### config.mk
export PLATFORM = sky130hd
export DESIGN_NAME = host_cmd_queue
export DESIGN_NICKNAME = d
export VERILOG_FILES = /design/src/rtl/host_cmd_queue.sv
export SDC_FILE = /design/constraint.sdc
export NUM_CORES = 1
export LEC_CHECK = 0
export ABC_CLOCK_PERIOD_IN_PS = 5200
export CAP_MARGIN = 20
export CELL_PAD_IN_SITES_DETAIL_PLACEMENT = 1
export CELL_PAD_IN_SITES_GLOBAL_PLACEMENT = 1
export CORE_ASPECT_RATIO = 1.25
export CORE_UTILIZATION = 35
export CTS_BUF_LIST = sky130_fd_sc_hd__clkbuf_2
export DETAILED_ROUTE_END_ITERATION = 12
export PLACE_DENSITY_LB_ADDON = 0.12
export SLEW_MARGIN = 20
export SYNTH_ARGS = -nofsm -noshare
export SYNTH_HDL_FRONTEND = slang
export SYNTH_SLANG_ARGS = --single-unit
### constraint.sdc
create_clock -name clk -period 5.2 [get_ports clk]
set_input_delay 1.04 -clock clk [delete_from_list [all_inputs] [get_ports clk]]
set_output_delay 1.04 -clock clk [all_outputs]
set_load 0.005 [all_outputs]
### src/rtl/host_cmd_queue.sv
`default_nettype none
// ============================================================================
//  Module   : host_cmd_queue
//  Purpose  : Parses NoC command frames into a FIFO and dispatches them one
//             at a time to the flash transaction FSM.
//  Revision : 1.0 - initial release
// ============================================================================

module host_cmd_queue #(
    parameter int ADDR_BYTES = 3,
    parameter int FIFO_DEPTH = 4,
    parameter int LEN_WIDTH  = 8,
    parameter int KEY_BYTES  = 32,
    parameter int TEXT_BYTES = 16
) (
    input  logic                          clk,
    input  logic                          rst,
    input  logic                          noc_valid,
    input  logic [7:0]                    noc_data,
    output logic                          noc_ready,
    input  logic                          busy_flag,
    output logic                          cmd_valid,
    input  logic                          cmd_ready,
    output logic [1:0]                    cmd_opcode,
    output logic [8*ADDR_BYTES-1:0]       cmd_addr,
    output logic [LEN_WIDTH-1:0]          cmd_len,
    output logic                          cmd_enc_dec,
    output logic [1:0]                    cmd_source,
    output logic [1:0]                    cmd_dest,
    input  logic                          txn_done,
    output logic                          cmd_ack,
    output logic                          cmd_err,
    output logic [$clog2(FIFO_DEPTH):0]   queue_count
);

    localparam int c_PTR_W   = $clog2(FIFO_DEPTH);
    localparam int c_CNT_W   = c_PTR_W + 1;
    localparam int c_BEAT_W  = (ADDR_BYTES > 1) ? $clog2(ADDR_BYTES) : 1;
    localparam int c_ADDR_W  = 8 * ADDR_BYTES;
    localparam int c_ENTRY_W = c_ADDR_W + 7;

    localparam logic [c_BEAT_W-1:0]  c_LAST_BEAT = c_BEAT_W'(ADDR_BYTES - 1);
    localparam logic [c_CNT_W-1:0]   c_DEPTH     = c_CNT_W'(FIFO_DEPTH);
    localparam logic [LEN_WIDTH-1:0] c_KEY_LEN   = LEN_WIDTH'(KEY_BYTES);
    localparam logic [LEN_WIDTH-1:0] c_TEXT_LEN  = LEN_WIDTH'(TEXT_BYTES);
    localparam logic [1:0]           c_OP_ILLEGAL = 2'b11;

    typedef enum logic [0:0] {
        P_HDR  = 1'b0,
        P_ADDR = 1'b1
    } parse_state_t;

    typedef enum logic [0:0] {
        D_IDLE = 1'b0,
        D_WAIT = 1'b1
    } disp_state_t;

    // ------------------------------------------------------------------------
    // Parser state
    // ------------------------------------------------------------------------
    parse_state_t            p_state_q;
    logic [c_BEAT_W-1:0]     beat_q;
    logic                    enc_q;
    logic [1:0]              dst_q;
    logic [1:0]              src_q;
    logic [1:0]              op_q;
    logic [c_ADDR_W-1:0]     addr_q;
    logic                    err_q;

    logic [c_CNT_W-1:0]      count_q;
    logic [c_CNT_W-1:0]      count_d;
    logic [c_PTR_W-1:0]      wr_ptr_q;
    logic [c_PTR_W-1:0]      wr_ptr_d;
    logic [c_PTR_W-1:0]      rd_ptr_q;
    logic [c_PTR_W-1:0]      rd_ptr_d;
    logic [c_ENTRY_W-1:0]    mem_q [FIFO_DEPTH];

    disp_state_t             d_state_q;
    logic                    cmd_valid_q;
    logic                    ack_q;

    logic                    w_xfer;
    logic                    w_last;
    logic                    w_push;
    logic                    w_pop;
    logic [c_ADDR_W-1:0]     w_push_addr;
    logic [c_ENTRY_W-1:0]    w_entry;
    logic [c_ENTRY_W-1:0]    w_head;

    assign noc_ready = (count_q < c_DEPTH);
    assign w_xfer    = noc_valid && noc_ready;
    assign w_last    = (p_state_q == P_ADDR) && (beat_q == c_LAST_BEAT);
    assign w_push    = w_xfer && w_last && (op_q != c_OP_ILLEGAL);
    assign w_pop     = cmd_valid_q && cmd_ready;

    // The final address byte is still on the bus when the entry is written,
    // so merge it into the stored address combinationally.
    always_comb begin
        w_push_addr = addr_q;
        for (int k = 0; k < ADDR_BYTES; k++) begin
            if (beat_q == c_BEAT_W'(k)) begin
                w_push_addr[8*k +: 8] = noc_data;
            end
        end
    end

    assign w_entry = {enc_q, dst_q, src_q, op_q, w_push_addr};

    always_ff @(posedge clk or posedge rst) begin
        if (rst) begin
            p_state_q <= P_HDR;
            beat_q    <= '0;
            enc_q     <= 1'b0;
            dst_q     <= 2'b00;
            src_q     <= 2'b00;
            op_q      <= 2'b00;
            addr_q    <= '0;
            err_q     <= 1'b0;
        end else begin
            err_q <= 1'b0;
            if (w_xfer) begin
                case (p_state_q)
                    P_HDR: begin
                        enc_q     <= noc_data[7];
                        dst_q     <= noc_data[5:4];
                        src_q     <= noc_data[3:2];
                        op_q      <= noc_data[1:0];
                        beat_q    <= '0;
                        p_state_q <= P_ADDR;
                    end
                    P_ADDR: begin
                        addr_q <= w_push_addr;
                        if (beat_q == c_LAST_BEAT) begin
                            beat_q    <= '0;
                            p_state_q <= P_HDR;
                            err_q     <= (op_q == c_OP_ILLEGAL);
                        end else begin
                            beat_q <= beat_q + 1'b1;
                        end
                    end
                    default: p_state_q <= P_HDR;
                endcase
            end
        end
    end

    // ------------------------------------------------------------------------
    // Command FIFO
    // ------------------------------------------------------------------------
    always_comb begin
        wr_ptr_d = wr_ptr_q + c_PTR_W'(w_push);
        rd_ptr_d = rd_ptr_q + c_PTR_W'(w_pop);
        count_d  = count_q;
        case ({w_push, w_pop})
            2'b10:   count_d = count_q + 1'b1;
            2'b01:   count_d = count_q - 1'b1;
            default: count_d = count_q;
        endcase
    end

    always_ff @(posedge clk or posedge rst) begin
        if (rst) begin
            wr_ptr_q <= '0;
            rd_ptr_q <= '0;
            count_q  <= '0;
        end else begin
            wr_ptr_q <= wr_ptr_d;
            rd_ptr_q <= rd_ptr_d;
            count_q  <= count_d;
        end
    end

    always_ff @(posedge clk) begin
        if (w_push) begin
            mem_q[wr_ptr_q] <= w_entry;
        end
    end

    // ------------------------------------------------------------------------
    // Dispatcher: one command outstanding at a time
    // ------------------------------------------------------------------------
    always_ff @(posedge clk or posedge rst) begin
        if (rst) begin
            d_state_q   <= D_IDLE;
            cmd_valid_q <= 1'b0;
            ack_q       <= 1'b0;
        end else begin
            ack_q <= 1'b0;
            case (d_state_q)
                D_IDLE: begin
                    // Once offered, the command is held regardless of busy_flag.
                    if (cmd_valid_q) begin
                        if (cmd_ready) begin
                            cmd_valid_q <= 1'b0;
                            d_state_q   <= D_WAIT;
                        end
                    end else if ((count_q != '0) && !busy_flag) begin
                        cmd_valid_q <= 1'b1;
                    end
                end
                D_WAIT: begin
                    if (txn_done) begin
                        ack_q     <= 1'b1;
                        d_state_q <= D_IDLE;
                    end
                end
                default: d_state_q <= D_IDLE;
            endcase
        end
    end

    assign w_head      = mem_q[rd_ptr_q];
    assign cmd_addr    = w_head[c_ADDR_W-1:0];
    assign cmd_opcode  = w_head[c_ADDR_W+1 -: 2];
    assign cmd_source  = w_head[c_ADDR_W+3 -: 2];
    assign cmd_dest    = w_head[c_ADDR_W+5 -: 2];
    assign cmd_enc_dec = w_head[c_ADDR_W+6];
    assign cmd_len     = (cmd_opcode == 2'b00) ? c_KEY_LEN : c_TEXT_LEN;

    assign cmd_valid   = cmd_valid_q;
    assign cmd_ack     = ack_q;
    assign cmd_err     = err_q;
    assign queue_count = count_q;

endmodule

`default_nettype wire

# Word-level counts from Yosys, hierarchy flattened
# Memory sizes are Yosys's and may differ from the RTL's.
# Index checks and enable logic that the tools add are counted.
[op_classes]
magnitude_cmp = 1
n_eq_ne = 6
n_bitwise = 2
muxes = 23
add_sub_neg = 5
reduce_logical = 13
[ops]
columns = ["cell", "count"]
rows = [
  ["2-to-1 mux 8 bit", 3],
  ["2-to-1 mux 1 bit", 14],
  ["equality test 2 bit (second input constant)", 3],
  ["logical AND 1 bit", 6],
  ["2-to-1 mux 6 bit", 1],
  ["one-hot mux 3 bit (2 select lines)", 1],
  ["adder 2 x 1 -> 2 bit", 2],
  ["equality test 2 x 1 -> 1 bit (second input constant)", 2],
  ["zero test 2 bit", 2],
  ["one-hot mux 1 bit (2 select lines)", 2],
  ["one-hot mux 2 bit (2 select lines)", 1],
  ["AND reduction 2 bit", 2],
  ["adder 3 x 1 -> 3 bit (second input constant)", 1],
  ["< comparator 3 bit (second input constant)", 1],
  ["nonzero test 3 bit", 1],
  ["subtractor 3 x 1 -> 3 bit (second input constant)", 1],
  ["adder 2 x 1 -> 2 bit (second input constant)", 1],
  ["2-to-1 mux 2 bit", 1],
  ["inequality test 2 bit (second input constant)", 1],
  ["NOT 1 bit", 2],
  ["nonzero test 2 bit", 1],
  ["zero test 1 bit", 1],
]
[word_totals]
ram_bits = 124
word_cells = 65
inputBits = 14
memories = 1
out_inout_bits = 46
register_bits = 45
[memory_table]
columns = ["memory", "depth", "width", "rd", "rd_ports_with_merged_regs", "wr", "line_no", "source"]
rows = [
  ["mem_q", 4, 31, 1, 0, 1, "76", "logic [c_ENTRY_W-1:0] mem_q [FIFO_DEPTH];"],
]

# Longest topological paths before layout
[logic_depth]
depth_word = 6
ltp_mapped = 9
mapped_depth_nobuf = 8

# Least setup slack after synthesis
# No wires, ideal clock.
[synth_timing]
path_kind = "in2reg"
start = "input noc_valid"
end = "memory mem_q[1][0] (netlist bit), enable pin"
arrival_time_ps = 3671
path_stages = 3
required_time_ps = 4736
setup_slack_ps = 1064
setup_ps = 464
path_buffers = 0
cell_sequence = "and3b_1 -> nand3_2 -> nor3b_1"
[synth_between]
elab_chain_len = 5
[synth_rtl]
columns = ["item", "line_no", "source"]
rows = [
  ["start: declaration", "18", "input logic noc_valid,"],
  ["logical AND 1 bit", "91", "assign w_xfer = noc_valid && noc_ready;"],
  ["logical AND 1 bit (2 in series)", "93", "assign w_push = w_xfer && w_last && (op_q != c_OP_ILLEGAL);"],
  ["2-to-1 mux 1 bit", "174", "if (w_push) begin"],
  ["2-to-1 mux 1 bit (not written as such)", "175", "mem_q[wr_ptr_q] <= w_entry;"],
  ["end: declaration", "76", ""],
]
# Every way passes these cells.

# Worst setup path in the final report
[layout_timing]
start = "register rd_ptr_q[0]"
end = "output cmd_len[5]"
[layout_between]
elab_chain_len = 3
[layout_rtl]
columns = ["item", "line_no", "source"]
rows = [
  ["start: declaration", "74", "logic [c_PTR_W-1:0] rd_ptr_q;"],
  ["start signal: assignment", "168", "rd_ptr_q <= rd_ptr_d;"],
  ["memory read (4 x 31 bit)", "n/a", ""],
  ["zero test 2 bit", "218", "assign cmd_len = (cmd_opcode == 2'b00) ? c_KEY_LEN : c_TEXT_LEN;"],
  ["2-to-1 mux 6 bit", "218", ""],
  ["end: declaration", "26", "output logic [LEN_WIDTH-1:0] cmd_len,"],
]
# Every way passes these cells.

==> summary.txt <==
Placement
  – I/O Buffers: 53
  – GPL Wtd Cong: 0.662
  – DP Wirelength: 8200 um
  – DP Area: 7480 sq um

STA
  – Slew @ Worst Pin: 0.881 ns
  – Post-layout min period: 4.12 ns
  – Final Max Slew Viols: 0
  – Final period utilization: 0.793
  – Setup TNS: 0 ns
  – Max Fclk: 242 MHz
  – Slew headroom: 0.412
  – RSZ-0062 raised after global routing: false
  – Clk_skew: 0.0398 ns
  – # setup viols final: 0
  – Fin. Hold Viols: 0

Min path
  – Hold WC Path Type: flop to flop
  – Hold wc startpoint: queue_count[0]$_DFFE_PP0P_
  – Hold Path Cell Cnt: 1
  – Hold EP: queue_count[0]$_DFFE_PP0P_

Synthesis
  – Largest cells by area after synthesis: edfxtp_1 (56%), dfrtp_1 (17%), mux4_2 (10%), mux2_2 (6.6%), mux2_4 (1.8%)
  – Top cell type's share of synthesized area: 0.556
  – Post-synth EDFFs: 124
  – Post-synth ARST share: 0.266
  – Yosys reg bits: 169
  – Cells after synthesis: 336
  – Most used DFF post-synth: edfxtp_1
  – Syn avg cell area: 19.9 sq um
  – Dominant cell type by area after synthesis: edfxtp_1
  – Sequential fraction of the synthesis area: 0.724
  – Mapped cell area: 6700 sq um
  – Netlist cell types: 39
  – Yosys warning total: 0

Floorplan
  – Ports: 60
  – Die area: 19700 sq um
  – Row cnt: 56
  – Core Box Area: 18800 sq um
  – Die height: 157 um
  – Horiz. Die Dim: 126 um
  – Initial Util: 0.357

Power
  – Sw frac: 0.302
  – Cell area power density: 532 nW/um^2
  – Seq pwr share: 0.494
  – Clk network pwr share: 0.181
  – VDD IR max: 0.229 mV
  – Combinational power share: 0.325
  – Tot Pwr: 4.12 mW
  – LEAKAGE: 2.77 nW
  – Net Sw Power: 1.24 mW
  – P_int: 2.87 mW

Clock tree
  – CTS Buf Count: 17
  – Post-CTS Setup Bufs: 0
  – Post_cts resized: 0
  – Worst-path clk slew: 0.23 ns
  – Clk root buf: clkbuf_2
  – Clk_lat worst skew: 0.74 ns
  – Clock Tree Buf Depth: 2
  – Hold Buf Count CTS: 0
  – Sink Count: 169
  – CTS tree: built
  – # H-tree levels: 4

Final layout
  – P&R area growth vs syn: 15.6%
  – Layout Nets: 421
  – Commonest non-fill, non-tap cell in the layout: edfxtp_1
  – Layout cells sized above 1: 0.315
  – Most frequent cells in the layout: edfxtp_1 (124), clkdlybuf4s50_1 (53), dfrtp_1 (44)
  – Design area: 7740 sq um

Worst setup path
  – CP max FO: 22
  – Worst reg-to-reg path cell count: 5
  – CP Data Arrival Time: 3.08 ns
  – Worst reg2reg endpoint: mem_q[3][5]$_DFFE_PP_
  – Critical register-to-register path startpoint: beat_q[0]$_DFFE_PP0P_
  – Type of the worst setup path: flop to output port
  – Startpoint Class: flop
  – Critical Path Sink Type: output port
  – Critical-path cell list: mux4_2 > or2_1 > inv_1 > clkdlybuf4s50_1
  – Slowest stage delay, CP: 0.97 ns
  – CP max-delay cell: dfrtp_2
  – Reg2Reg Setup Slack: 3.00 ns
  – Crit path required time: 4.16 ns

Route
  – Post-DR wirelength/cell: 21.6 um
  – Vias per cell: 4.96
  – Number of remaining DRC errors: 0
  – Post-DRT Antenna Nets: 0
  – Drt pass-1 iters: 4
  – Routed wire length: 14000 um
  – DRT iter0 DRCs: 276
  – Via Count: 3220

GRT
  – First-pass GRT wire length: 21500 um
  – All-layer global routing usage: 0.154
  – Initial antenna violation count: 1
  – Grt total ovfl: 0
  – Vias in the first global route: 3597
  – Largest net degree at the start of global routing: 46

Outcome
  – Status: finished, final reports clean

Run
  – Max-cap viol count: 0
[cell type report]
type                            instances  area, sq um
Inverter                                9         35.0
Timing Repair Buffer                   59          576
Clock inverter                         14          173
Tap cell                              232          290
Fill cell                            1831        11000
Sequential cell                       169         4850
Clock buffer                           18         90.1
Multi-Input combinational cell        147         1730
Antenna cell                            1         2.50
[synthesized netlist by cell type, types with 2 or more instances]
library cell,number
xnor2_1,2
mux4_2,31
nand2_1,27
xor2_1,3
edfxtp_1,124
buf_1,2
dfrtp_1,45
buf_6,2
ha_1,3
inv_1,9
mux2_4,8
a21o_2,2
buf_4,8
nand2b_1,2
nor3_1,2
mux2_2,39
nor2_2,2
buf_2,3
nor3b_1,2
[stage by stage]
stage	hold slack, ns	setup WS (ns)	util	cells
after floorplan	0.472	1.06	-	341
after global placement	0.484	1.78	0.398	616
after detailed placement	0.489	1.77	0.398	616
after CTS	0.522	0.907	0.412	648
after global routing	0.550	0.800	0.412	649
final	0.514	1.08	0.412	649
[critical path: cells and delay by family (launching register included)]
family / cells / cell delay (ns)
buf+inv: 2 / 0.55
simple gates: 1 / 0.25
flops: 1 / 0.97
mux: 1 / 0.60
[power by group through the flow]
stage	combinational (mW)	clock [mW]	sequential [mW]
after floorplan	0.891	0	1.95
after global placement	1.33	0	2.06
after detailed placement	1.36	0	2.07
after CTS	1.37	0.770	2.04
after global routing	1.46	0.818	2.08
final	1.34	0.744	2.04
[metal layers]
| layer | track usage | vias to the layer above | share of wire |
|---|---|---|---|
| met2 | 0.266 | 55 | 0.52 |
| met1 | 0.191 | 1725 | 0.45 |
| met4 | 0.0592 | 0 | 0.013 |
| li1 | - | 1425 | - |
| met5 | 0 | - | 0 |
| met3 | 0.0318 | 15 | 0.025 |
[kinds of logic after synthesis]
family	synth area share
AND/OR/NAND/NOR	0.0411
flip-flops	0.724
AO/OA/AOI/OAI	0.00673
adder cells (fa/ha/maj)	0.00860
XOR/XNOR	0.00654
multiplexers	0.189
buffers and inverters	0.0230
other	0.000560
[flip-flops by register name, summed over array words and instances (netlist names)]
register	cells
src_q	2
rd_ptr_q	2
dst_q	2
cmd_err	1
cmd_valid	1
beat_q	2
enc_q	1
d_state_q	1
addr_q	24
queue_count	3
cmd_ack	1
mem_q	124
p_state_q	1
op_q	2
wr_ptr_q	2
[worst max-delay path by stage]
stage,start,endpoint,slack [ns],cells after the start
after floorplan,noc_valid,mem_q[1][0]$_DFFE_PP_,1.06,3
after global placement,rd_ptr_q[0]$_DFF_PP0_,cmd_len[5],1.78,4
after detailed placement,rd_ptr_q[0]$_DFF_PP0_,cmd_source[1],1.77,3
after CTS,rd_ptr_q[0]$_DFF_PP0_,cmd_source[1],0.91,3
after global routing,rd_ptr_q[0]$_DFF_PP0_,cmd_addr[16],0.80,3
final,rd_ptr_q[0]$_DFF_PP0_,cmd_len[5],1.08,4
No activity file was read; power rests on OpenSTA's default activity.
